<file path="config.mk">
export PLATFORM = sky130hd
export DESIGN_NAME = sdram_port_arbiter
export DESIGN_NICKNAME = d
export VERILOG_FILES = /design/src/rtl/sdram_port_arbiter_pkg.sv /design/src/rtl/sdram_rr_pick.sv /design/src/rtl/sdram_port_arbiter.sv
export SDC_FILE = /design/constraint.sdc
export NUM_CORES = 1
export LEC_CHECK = 0
export CAP_MARGIN = 0
export CELL_PAD_IN_SITES_DETAIL_PLACEMENT = 1
export CELL_PAD_IN_SITES_GLOBAL_PLACEMENT = 1
export CORE_MARGIN = 2
export CORE_UTILIZATION = 25
export DETAILED_ROUTE_END_ITERATION = 8
export PLACE_DENSITY = 0.77
export SLEW_MARGIN = 30
export SYNTH_ARGS = -nofsm -noshare
export SYNTH_HDL_FRONTEND = slang
export SYNTH_SLANG_ARGS = --single-unit
export TNS_END_PERCENT = 10
</file>
<file path="constraint.sdc">
create_clock -name clk_ref -period 2.1 [get_ports clk_ref]
set_input_delay 0.63 -clock clk_ref [delete_from_list [all_inputs] [get_ports clk_ref]]
set_output_delay 0.63 -clock clk_ref [all_outputs]
set_load 0.03 [all_outputs]
</file>
<file path="src/rtl/sdram_port_arbiter_pkg.sv">
// -----------------------------------------------------------------------------
// sdram_port_arbiter_pkg
// Shared timing/width definitions for the SDRAM port arbiter:
//   - default SDRAM data and word-address widths
//   - watchdog counter width and its largest legal limit
//   - arbiter FSM state encoding
// No ports (package).
// -----------------------------------------------------------------------------
package sdram_port_arbiter_pkg;

    localparam int SDRAM_DATA_WIDTH = 16;
    localparam int SDRAM_ADDR_WIDTH = 24;

    // Watchdog counter is fixed at 10 bits; the limit must fit in it.
    localparam int WDOG_W   = 10;
    localparam int WDOG_MAX = (1 << WDOG_W) - 1;

    typedef enum logic [2:0] {
        IDLE    = 3'd0,
        WR_REQ  = 3'd1,
        WR_BUSY = 3'd2,
        RD_REQ  = 3'd3,
        RD_BUSY = 3'd4,
        DONE    = 3'd5
    } arb_state_t;

    // True in every state that belongs to a granted burst (watchdog runs here).
    function automatic logic is_burst_state(input arb_state_t s);
        return (s == WR_REQ) || (s == WR_BUSY) || (s == RD_REQ) || (s == RD_BUSY);
    endfunction

endpackage

</file>
<file path="src/rtl/sdram_rr_pick.sv">
// -----------------------------------------------------------------------------
// sdram_rr_pick
// Two-requester round-robin picker. The pointer names the channel that has
// priority this round; if that channel is idle the other one wins.
// Ports:
//   req [1:0]  request levels, bit N = channel N
//   ptr        priority pointer (channel favoured this round)
//   gnt [1:0]  one-hot grant (all zero when no request)
// -----------------------------------------------------------------------------
module sdram_rr_pick
    import sdram_port_arbiter_pkg::*;
(
    input  logic [1:0] req,
    input  logic       ptr,
    output logic [1:0] gnt
);

    for (genvar gi = 0; gi < 2; gi++) begin : g_gnt
        // Win if requesting and either favoured or the other side is quiet.
        assign gnt[gi] = req[gi] && ((ptr == 1'(gi)) || !req[1 - gi]);
    end

endmodule

</file>
<file path="src/rtl/sdram_port_arbiter.sv">
// -----------------------------------------------------------------------------
// sdram_port_arbiter
// Arbitrates two write channels and two read channels onto one SDRAM
// controller port. Writes beat reads; within each type a round-robin pointer
// alternates the channels. One burst at a time: grant, request, wait for the
// controller ack to fall, one DONE cycle, back to IDLE. A watchdog aborts a
// burst that hangs and raises a sticky timeout_err.
// Ports:
//   clk_ref, rst_n                 clock, asynchronous active-low reset
//   sdram_init_done                new grants only while high
//   chN_wr_req/addr/din, chN_wr_ack    write channels (ack is combinational)
//   chN_rd_req/addr, chN_rd_ack, chN_dout  read channels (dout broadcast)
//   sdram_wr_* / sdram_rd_*        controller side
//   timeout_err                    sticky watchdog flag
// -----------------------------------------------------------------------------
module sdram_port_arbiter
    import sdram_port_arbiter_pkg::*;
#(
    parameter int DATA_W = SDRAM_DATA_WIDTH,
    parameter int ADDR_W = SDRAM_ADDR_WIDTH,
    parameter int TO_CYC = 1023
) (
    input  logic              clk_ref,
    input  logic              rst_n,
    input  logic              sdram_init_done,

    input  logic              ch0_wr_req,
    input  logic [ADDR_W-1:0] ch0_wr_addr,
    input  logic [DATA_W-1:0] ch0_din,
    output logic              ch0_wr_ack,
    input  logic              ch1_wr_req,
    input  logic [ADDR_W-1:0] ch1_wr_addr,
    input  logic [DATA_W-1:0] ch1_din,
    output logic              ch1_wr_ack,

    input  logic              ch0_rd_req,
    input  logic [ADDR_W-1:0] ch0_rd_addr,
    output logic              ch0_rd_ack,
    output logic [DATA_W-1:0] ch0_dout,
    input  logic              ch1_rd_req,
    input  logic [ADDR_W-1:0] ch1_rd_addr,
    output logic              ch1_rd_ack,
    output logic [DATA_W-1:0] ch1_dout,

    output logic              sdram_wr_req,
    input  logic              sdram_wr_ack,
    output logic [ADDR_W-1:0] sdram_wr_addr,
    output logic [DATA_W-1:0] sdram_din,

    output logic              sdram_rd_req,
    input  logic              sdram_rd_ack,
    output logic [ADDR_W-1:0] sdram_rd_addr,
    input  logic [DATA_W-1:0] sdram_dout,

    output logic              timeout_err
);

    // The watchdog counter is only WDOG_W bits wide.
    if (TO_CYC > WDOG_MAX) begin : g_bad_to_cyc
        $error("sdram_port_arbiter: TO_CYC exceeds the 10-bit watchdog range");
    end

    localparam logic [WDOG_W-1:0] TO_LIMIT = WDOG_W'(TO_CYC);

    arb_state_t        state_reg, state_next;
    logic              wr_ch_reg;       // channel of the last write grant
    logic              rd_ch_reg;       // channel of the last read grant
    logic              gnt_is_wr_reg;   // type of the current/last grant
    logic [ADDR_W-1:0] wr_addr_reg;
    logic [ADDR_W-1:0] rd_addr_reg;
    logic              wr_ack_d_reg;
    logic              rd_ack_d_reg;
    logic [WDOG_W-1:0] cnt_reg;
    logic              timeout_reg;
    logic              rr_wr_reg;
    logic              rr_rd_reg;

    logic [1:0]        wr_req_vec, rd_req_vec;
    logic [1:0]        wr_gnt, rd_gnt;
    logic              wdog_hit;
    logic              in_burst;
    logic              wr_phase, rd_phase;
    logic              grant_wr, grant_rd;

    assign wr_req_vec = {ch1_wr_req, ch0_wr_req};
    assign rd_req_vec = {ch1_rd_req, ch0_rd_req};

    sdram_rr_pick u_wr_pick (
        .req (wr_req_vec),
        .ptr (rr_wr_reg),
        .gnt (wr_gnt)
    );

    sdram_rr_pick u_rd_pick (
        .req (rd_req_vec),
        .ptr (rr_rd_reg),
        .gnt (rd_gnt)
    );

    assign in_burst = is_burst_state(state_reg);
    assign wdog_hit = in_burst && (cnt_reg == TO_LIMIT);
    assign wr_phase = (state_reg == WR_REQ) || (state_reg == WR_BUSY);
    assign rd_phase = (state_reg == RD_REQ) || (state_reg == RD_BUSY);

    // Grant decisions taken in IDLE; writes always win over reads.
    assign grant_wr = (state_reg == IDLE) && sdram_init_done && (|wr_req_vec);
    assign grant_rd = (state_reg == IDLE) && sdram_init_done && !(|wr_req_vec)
                      && (|rd_req_vec);

    // ------------------------------------------------------------------ FSM --
    always_comb begin
        state_next = state_reg;
        case (state_reg)
            IDLE: begin
                if (grant_wr) begin
                    state_next = WR_REQ;
                end else if (grant_rd) begin
                    state_next = RD_REQ;
                end
            end
            WR_REQ: begin
                if (wdog_hit) begin
                    state_next = DONE;
                end else if (sdram_wr_ack) begin
                    state_next = WR_BUSY;
                end
            end
            WR_BUSY: begin
                // Burst ends on the falling edge of the controller ack.
                if (wdog_hit || (wr_ack_d_reg && !sdram_wr_ack)) begin
                    state_next = DONE;
                end
            end
            RD_REQ: begin
                if (wdog_hit) begin
                    state_next = DONE;
                end else if (sdram_rd_ack) begin
                    state_next = RD_BUSY;
                end
            end
            RD_BUSY: begin
                if (wdog_hit || (rd_ack_d_reg && !sdram_rd_ack)) begin
                    state_next = DONE;
                end
            end
            DONE:    state_next = IDLE;
            default: state_next = IDLE;
        endcase
    end

    always_ff @(posedge clk_ref or negedge rst_n) begin
        if (!rst_n) begin
            state_reg     <= IDLE;
            wr_ch_reg     <= 1'b0;
            rd_ch_reg     <= 1'b0;
            gnt_is_wr_reg <= 1'b0;
            wr_addr_reg   <= '0;
            rd_addr_reg   <= '0;
            wr_ack_d_reg  <= 1'b0;
            rd_ack_d_reg  <= 1'b0;
            cnt_reg       <= '0;
            timeout_reg   <= 1'b0;
            rr_wr_reg     <= 1'b0;
            rr_rd_reg     <= 1'b0;
        end else begin
            state_reg    <= state_next;
            wr_ack_d_reg <= sdram_wr_ack;
            rd_ack_d_reg <= sdram_rd_ack;

            // Capture channel and address at grant; they stay frozen for the
            // whole burst no matter what the requester does afterwards.
            if (grant_wr) begin
                gnt_is_wr_reg <= 1'b1;
                wr_ch_reg     <= wr_gnt[1];
                wr_addr_reg   <= wr_gnt[1] ? ch1_wr_addr : ch0_wr_addr;
                cnt_reg       <= '0;
            end else if (grant_rd) begin
                gnt_is_wr_reg <= 1'b0;
                rd_ch_reg     <= rd_gnt[1];
                rd_addr_reg   <= rd_gnt[1] ? ch1_rd_addr : ch0_rd_addr;
                cnt_reg       <= '0;
            end else if (in_burst) begin
                if (wdog_hit) begin
                    timeout_reg <= 1'b1;
                end else begin
                    cnt_reg <= cnt_reg + 1'b1;
                end
            end

            // Pointer moves past the channel just served, same type only.
            if (state_reg == DONE) begin
                if (gnt_is_wr_reg) begin
                    rr_wr_reg <= ~wr_ch_reg;
                end else begin
                    rr_rd_reg <= ~rd_ch_reg;
                end
            end
        end
    end

    // -------------------------------------------------------------- outputs --
    // Requests decode straight from state so reset removes them at once.
    assign sdram_wr_req  = (state_reg == WR_REQ);
    assign sdram_rd_req  = (state_reg == RD_REQ);
    assign sdram_wr_addr = wr_addr_reg;
    assign sdram_rd_addr = rd_addr_reg;
    assign sdram_din     = wr_ch_reg ? ch1_din : ch0_din;
    assign timeout_err   = timeout_reg;

    // Zero-latency channel acks so FIFOs pop/push in the ack cycle itself.
    logic [1:0] wr_ack_vec, rd_ack_vec;
    for (genvar gi = 0; gi < 2; gi++) begin : g_ch_ack
        assign wr_ack_vec[gi] = sdram_wr_ack && wr_phase && (wr_ch_reg == 1'(gi));
        assign rd_ack_vec[gi] = sdram_rd_ack && rd_phase && (rd_ch_reg == 1'(gi));
    end

    assign ch0_wr_ack = wr_ack_vec[0];
    assign ch1_wr_ack = wr_ack_vec[1];
    assign ch0_rd_ack = rd_ack_vec[0];
    assign ch1_rd_ack = rd_ack_vec[1];

    // Read data goes to both channels; only the acked one consumes it.
    assign ch0_dout = sdram_dout;
    assign ch1_dout = sdram_dout;

endmodule

</file>
# After elaboration in Yosys (flattened, before gate mapping)
# Cells that the tools add are included.
[totals] in_bits=153 regBits=69
[classes] n_reduce_logical=39 add_sub_neg=1 eq_ne=12 mux=18 n_bitwise=5
[op_table] op="$mux 24" count=2
[op_table] op="$mux 10" count=4
[op_table] op="$mux 3" count=8
[op_table] op="$mux 16" count=1
[op_table] op="$logic_and 1x1->1" count=15
[op_table] op="$pmux 3 s5" count=1
[op_table] op="$add 10x1->10 const B" count=1
[op_table] op="$eq 10x10->1 const B" count=1
[op_table] op="$ne 3x1->1 const B" count=3
[op_table] op="$logic_or 1x1->1" count=8
[op_table] op="$reduce_and 2->1" count=4
[op_table] op="$eq 3x2->1 const B" count=2
[op_table] op="$eq 3x3->1 const B" count=2
[op_table] op="$logic_not 1->1" count=5
[op_table] op="$not 1->1" count=5
[op_table] op="$reduce_and 5->1" count=1
[op_table] op="$ne 2x1->1 const B" count=2
[op_table] op="$reduce_and 4->1" count=1
[op_table] op="$reduce_or 2->1" count=2
[op_table] op="$eq 3x1->1 const B" count=1
[op_table] op="$logic_not 3->1" count=1
[op_table] op="$ne 3x3->1 const B" count=1
[op_table] op="$reduce_bool 3->1" count=1
[op_table] op="$mux 1" count=2
[op_table] op="$reduce_bool 2->1" count=1

# Depth between registers and ports, before layout
# Gate-level depths: netlist (run 1).
[depth] word_depth=9 ltp_mapped=6 ltp_nobuf=5

# Cells and area by module
# Synthesis (run 1) repeated with hierarchy kept, for this count alone.
[hier_totals] hier_cells=384 hier_area_um2=3807.4
[modules_own_cells] mod="sdram_port_arbiter" instances=1 cells_each=378 seq_area_each_um2=1726.7 area_per_inst_um2=3769.9
[modules_own_cells] mod="sdram_rr_pick" instances=2 cells_each=3 seq_area_each_um2=0.0 area_per_inst_um2=18.8

# Worst setup path after synthesis (run 1)
# OpenSTA, ideal clock, no wires.
[synth_path] path_type="register to output" startpoint="register wr_ch_reg" endpoint="output ch1_wr_ack" arrival_time_ns=2.002 path_buffers=2 setup_slack_ns=-0.532 path_stages_with_launch=5 path_cell_list="dfrtp_1 > buf_2 > buf_1 > inv_1 > nor4b_1"
[synth_via] elab_chain_cells=1
[synth_lines] item="from (decl)" line_no="sdram_port_arbiter.sv:66" text="logic wr_ch_reg;"
[synth_lines] item="from (signal assigned)" line_no="sdram_port_arbiter.sv:174" text="wr_ch_reg <= wr_gnt[1];"
[synth_lines] item="$logic_and 1x1->1" line_no="sdram_port_arbiter.sv:213" text="assign wr_ack_vec[gi] = sdram_wr_ack && wr_phase && (wr_ch_reg == 1'(gi));"
[synth_lines] item="to (decl)" line_no="sdram_port_arbiter.sv:34" text="output logic ch1_wr_ack,"
# Every way passes these cells.

# Worst setup path after layout (run 1)
[layout_path] startpoint="register state_reg[0]" endpoint="output ch0_wr_ack"
[layout_via] elab_chain_cells=4 word_cells_on_any_way=5 classes_between="eq/ne: 2; reduce/logical: 3"
[layout_lines] item="from (decl)" line_no="sdram_port_arbiter.sv:65" text="arb_state_t state_reg, state_next;"
[layout_lines] item="from (signal assigned)" line_no="sdram_port_arbiter.sv:166" text="state_reg <= state_next;"
[layout_lines] item="$eq 3x1->1 or $eq 3x2->1 (tied branches)" line_no="sdram_port_arbiter.sv:102" text="assign wr_phase = (state_reg == WR_REQ) || (state_reg == WR_BUSY);"
[layout_lines] item="$logic_or 1x1->1 (*)" line_no="sdram_port_arbiter.sv:102"
[layout_lines] item="$logic_and 1x1->1 (*) (2 in a row)" line_no="sdram_port_arbiter.sv:213"
[layout_lines] item="to (decl)" line_no="sdram_port_arbiter.sv:30" text="output logic ch0_wr_ack,"
# Every way passes the cells marked *; elsewhere a longest branch is shown, timed or not.

==> results.md, run 1 <==
* Post-route insts no fill at ~780
* Setup violators final at 3
* Final Max Slew Viols at 0
* P_leak at 2.85 nW
* Synthesized netlist cell count at 392
* CTS H-tree lvls at 3
* Antenna Cells at 0
* Syn Nets at 546
* Worst-path clk slew at 50 ps
* Hold Buf Count CTS at 0
* Max_cap viols at 0
* Number of global-route vias before repair at about 4000
* Setup ws final at -12.0 ps
* Worst setup EP type: output port
* Synth top area cells: dfrtp_1 (45%), mux2i_1 (13%), a21oi_1 (7.5%)
* Gr usage total at 15.7%
* Drt wl/cell at about 17 µm
* Mean Syn Cell Area at 9.89 µm²
* Status: finished, violations left
* Fmax at 0.473 GHz
* Dpl cells at 753
* Antenna Nets Post-Route at 0
* CTS buffer count at 9
* Nets at about 740
* Startpoint types: flop
* Critical R2R Launch: state_reg[0]
* Global route total overflow at 0
* R2R setup slack at 100 ps
* Most common cell after layout, fill and taps aside: clkdlybuf4s50_1
* Setup crit end: ch0_wr_ack
* Clock latency on the worst-skew pair at around 330 ps
* # DRC at 0
* Unrepaired setup endpoints after global routing: true
* Hold crit path type: input pin to async pin
* Worst R2R End: state_reg[0]
* Min Tclk post-route at 2110 ps
* Die Y at 129 µm
* Power Total at 0.00884 W
* Period utilization at 101%
* Post-Synthesis Cell Area at approximately 3900 µm²
* Data required time of the worst path at between 1000 and 1500 ps
* Count of final hold-check violations at 0
* Post-synth EDFFs at 0
* Layout cells sized above 1 at between 10% and 20%
* Clock Path Buffers at 2
* Area leader, netlist: dfrtp_1
* CP Max Fanout at 3
* Die Span X at 129 µm
* Util after Layout at 43.0%
* Violations in the final reports: negative setup slack
* Syn. warnings at 0
* Area of the core at 15200 µm²
* Initial Util at 25.5%
* Number of port buffers at 207
* Area growth syn-to-layout at 68.7%
* Initial antenna violation count at 0
* First-pass GRT wire length at 20.4 mm
* Setup TNS at -18.5 ps
* Synthesized flop and latch total at 69
* Largest net degree at the start of global routing at 51
* CTS tree: yes
* Synth top area share at 44.5%
* CTS root buf: clkbuf_16
* Worst slew margin at between 60% and 70%
* Num rows at 45
* Worst Max-Slew Pin Slew at 513 ps
* Synth cell types at 50
* Via count at ~3700
* Post-synth ARST share at 100%
* I/O pin cnt at 256
* Routed WL at 13.1 mm
* Worst Setup SP: state_reg[0]
* Crit path arrival time at 1480 ps
* DPL Wire Length at 9.98 mm
* Gpl congestion at about 0.82
* Full die area at 16500 µm²
* Routed vias/inst at 4.77
* Clk_skew at about 4.8 ps
* Crit Path Category: flop to output port
* Top FF cell, synth: dfrtp_1
* Pre-antenna DRT Iters at 4
* CTS sink count at 69
* DR iter-0 viols at around 120
* VDD IR-drop max at 584 µV
* Cell Pwr Density at 1350 nW/µm²
* FF-to-FF path depth at 7
* Sequential-to-total area share from yosys stat at roughly 45%
* Most frequent cells in the layout: clkdlybuf4s50_1 (177), dfrtp_1 (65), a21oi_1 (58)
layer usage:
layer  vias up  GRT usage (%)  share of wire [%]
li1       1743              -                  -
met1      1795           16.4                 37
met2       141           30.0                 54
met3        20           4.45                7.1
met4         0           5.12                1.4
met5         -              0                  0
layout make-up:
cell class                 count  area, µm²
fill                        1668       8660
tap                          188        235
clock buffer                  12        256
clock inverter                 2       10.0
sequential                    69       1730
timing repair buffer         235       2390
multi-input combinational    262       1890
inverter                       7       26.3
synthesized netlist by cell type (all sizes together), types with 3 or more instances:
| cell type | instances |
|---|---|
| dfrtp | 69 |
| nor3b | 3 |
| nand2b | 3 |
| mux2i | 52 |
| a21oi | 58 |
| mux2 | 16 |
| nand3 | 5 |
| nor4b | 3 |
| buf | 54 |
| or4 | 3 |
| a31oi | 3 |
| nand2 | 11 |
| o21ai | 9 |
| nor3 | 3 |
| o31ai | 3 |
| nand4 | 3 |
| or3 | 3 |
| inv | 7 |
| nor2 | 57 |
how the worst min path moves through the flow:
stage	from	to	slack (ps)	cells past startpoint
floorplan	rst_n	cnt_reg[0]	330	0
global placement	timeout_err	timeout_err	470	1
global route	rst_n	sdram_wr_addr[23]	280	1
detailed placement	timeout_err	timeout_err	470	1
CTS	rst_n	sdram_wr_addr[23]	260	1
finish	rst_n	sdram_wr_addr[23]	250	1
power breakdown:
group | leakage, nW | total, W | internal [W] | switching, W
Combinational | 1.91 | 0.00510 | 0.00233 | 0.00277
Clock | 0.134 | 0.00139 | 0.000846 | 0.000543
Sequential | 0.804 | 0.00235 | 0.00192 | 0.000427
per-stage QoR:
stage	area [µm²]	hold slack, ps	setup WS [ps]
after floorplan	3890	334	-181
after global placement	6020	466	-275
after detailed placement	6020	474	-311
after CTS	6450	262	-38.1
after global routing	6540	278	-70.0
final	6540	254	-12.0
cell families (layout without fill, tap and decap cells):
family | count (synthesis) | after routing | synth area share [%]
AO/OA/AOI/OAI | 85 | 85 | 12.8
XOR/XNOR | 1 | 1 | 0.226
buffers and inverters | 61 | 256 | 10.2
AND/OR/NAND/NOR | 107 | 107 | 13.8
flip-flops | 69 | 69 | 44.5
multiplexers | 68 | 68 | 18.1
adder cells (fa/ha/maj) | 1 | 1 | 0.323
timing repair:
action	4_1_cts	5_1_grt
setup buffers	6	2
pin swaps	4	2
setup endpoints to repair	20	31
gates resized for setup	35	20
worst max-delay path: stages (launching register included):
cell	delay, ps
dfrtp_2	440
buf_6	150
xnor2_4	150
nor4b_4	210
buf_4	200
Note: power is estimated with default switching activity, not from simulation.
==> inputs of run 2 (changes only) <==
==> constraint.sdc (replaced) <==
create_clock -name clk_ref -period 2.35 [get_ports clk_ref]
set_input_delay 0.705 -clock clk_ref [delete_from_list [all_inputs] [get_ports clk_ref]]
set_output_delay 0.705 -clock clk_ref [all_outputs]
set_load 0.03 [all_outputs]
==> results.md, run 2 (synthesis gave the netlist of run 1 again) <==
* Power Total at 0.00779 W (-12%)
* Fmax at 0.433 GHz
* Period utilization at 98.3%
* Clock latency on the worst-skew pair at 340 ps (about the same)
* Gpl congestion at 0.764 (-7.3%)
* DPL Wire Length at 10.4 mm (+4.1%)
* Die Span X at 129 µm (unchanged)
* Crit Path Category: input pin to output port
* Full die area at 16500 µm² (unchanged)
* Antenna Cells at 0 (unchanged)
* Worst slew margin at 66.3% (+0.63 points)
* Crit path buffers/inverters at 2 (unchanged)
* Antenna Nets Post-Route at 0 (unchanged)
* VDD IR-drop max at 439 µV (-25%)
* CTS buffer count at 9 (unchanged)
* Count of final hold-check violations at 0 (unchanged)
* Worst setup EP type: output port
* Hold WS at 268 ps (+14.0 ps)
* Min Tclk post-route at 2310 ps
* Initial antenna violation count at 0 (unchanged)
* # DRC at 0 (unchanged)
* Gr usage total at 15.6% (-0.027 points)
* Crit path arrival time at 1610 ps (+130 ps)
* Max_cap viols at 0 (unchanged)
* Area growth syn-to-layout at 65.4%
* Unrepaired setup endpoints after global routing: true
* Largest stage delay, worst path at 450 ps (about the same)
* Setup WS pre-CTS at -197 ps (+114 ps)
* Worst Max-Slew Pin Slew at 502 ps (-11.4 ps)
* Layout cells sized above 1 at 15.3% (-2.2 points)
* Routed vias/inst at 4.83 (+1.2%)
* Area of the core at 15200 µm² (unchanged)
* Num rows at 45 (unchanged)
* Data required time of the worst path at 1640 ps (+170 ps)
* Status: finished clean
* Largest net degree at the start of global routing at 51 (unchanged)
* Routed WL at 13.3 mm (+0.99%)
* Most common cell after layout, fill and taps aside: clkdlybuf4s50_1
* DR iter-0 viols at 86 (-26%)
* Initial Util at 25.5% (unchanged)
* Post-CTS setup repair buffer count at 0 (-6)
* Setup ws final at 39.3 ps (+51.3 ps)
* Drt wl/cell at 17.3 µm (+1.8%)
* P_leak at 2.77 nW (-2.8%)
* Most frequent cells in the layout: clkdlybuf4s50_1 (182), dfrtp_1 (68), a21oi_1 (58)
* Setup violators final at 0 (-3)
* Worst-path clk slew at 60 ps (about the same)
* Number of port buffers at 207 (unchanged)
* CP Max Fanout at 1 (-2)
* CP cell instances: clkdlybuf4s50_1, mux2_2, buf_4
* Final Max Slew Viols at 0 (unchanged)
* Hold Buf Count CTS at 0 (unchanged)
* Hold crit path type: input pin to async pin
* Die Y at 129 µm (unchanged)
* I/O pin cnt at 256 (unchanged)
* Critical path's slowest cell: clkdlybuf4s50_1
* Startpoint types: input pin
* First-pass GRT wire length at 20.1 mm (-1.6%)
* Clk_skew at 8.32 ps (+3.53 ps)
* Clock Path Buffers at 2 (unchanged)
* Crit path max-delay family: buffers and inverters
* CTS H-tree lvls at 3 (unchanged)
* FILL cells at 1699 (+1.9%)
* CTS sink count at 69 (unchanged)
* Via count at 3715 (+0.43%)
* Pre-antenna DRT Iters at 4 (unchanged)
* Nets at 730 (-1.1%)
* CTS tree: yes
* Global route total overflow at 0 (unchanged)
* CTS root buf: clkbuf_16
* Cell Pwr Density at 1210 nW/µm² (-10%)
* Number of global-route vias before repair at 3915 (-2.4%)
## run 2: metal layers
metal  vias to the layer above  part of all wire [%]  GRT usage (%)
met5                         -                     0              0
met4                         0                   1.9           6.65
met3                        21                   9.6           5.49
met2                       159                    52           28.4
met1                      1804                    36           16.4
li1                       1731                     -              -
## run 2: final cells by class
cell class,instances,area (µm²),share of cell area (%)
clock buffers,10,229,3.57
well taps,188,235,3.67
repair buffers,227,2270,35.5
clock inverters,6,87.6,1.37
flip-flops and latches,69,1730,26.9
multi-input cells,262,1830,28.6
inverters,7,26.3,0.410
## run 2: worst reg2reg max path: stages, from the launching register on
cell	delay (ps)
dfrtp_1	480
buf_4	220
o21ai_1	220
nand2_1	290
or4_1	540
a21oi_1	160
## run 2: power breakdown
part | internal, W | switching [W]
registers | 0.00171 | 0.000357
logic | 0.00186 | 0.00239
clock network | 0.000929 | 0.000537
## run 2: path summary, 6_finish.rpt
check / startpoint / slack (ps) / endpoint / cells after the start
worst min-delay path: rst_n / 270 / timeout_err / 1
max in group asynchronous: rst_n / 1530 / sdram_wr_addr[7] / 2
worst max-delay path: ch1_din[6] / 40 / sdram_din[6] / 3
min in group clk_ref: timeout_err / 470 / timeout_err / 1
worst max register to register: state_reg[0] / 360 / cnt_reg[5] / 5
worst min register to register: timeout_err / 470 / timeout_err / 1
## run 2: through the flow
stage / cell area, µm² / std cells / TNS [ps] / util (%)
after CTS: 6370 / 769 / -44.2 / 41.9
after floorplan: 3880 / 392 / -205 / -
final: 6410 / 769 / 0 / 42.2
after global placement: 6030 / 753 / -373 / 39.7
after detailed placement: 6030 / 753 / -669 / 39.7
after global routing: 6410 / 769 / -43.9 / 42.2
## run 2: repair_timing
action,4_1_cts,5_1_grt
endpoints found under the setup margin,4,4
gates resized for setup,7,10
pin swaps,1,0
cloned,0,0
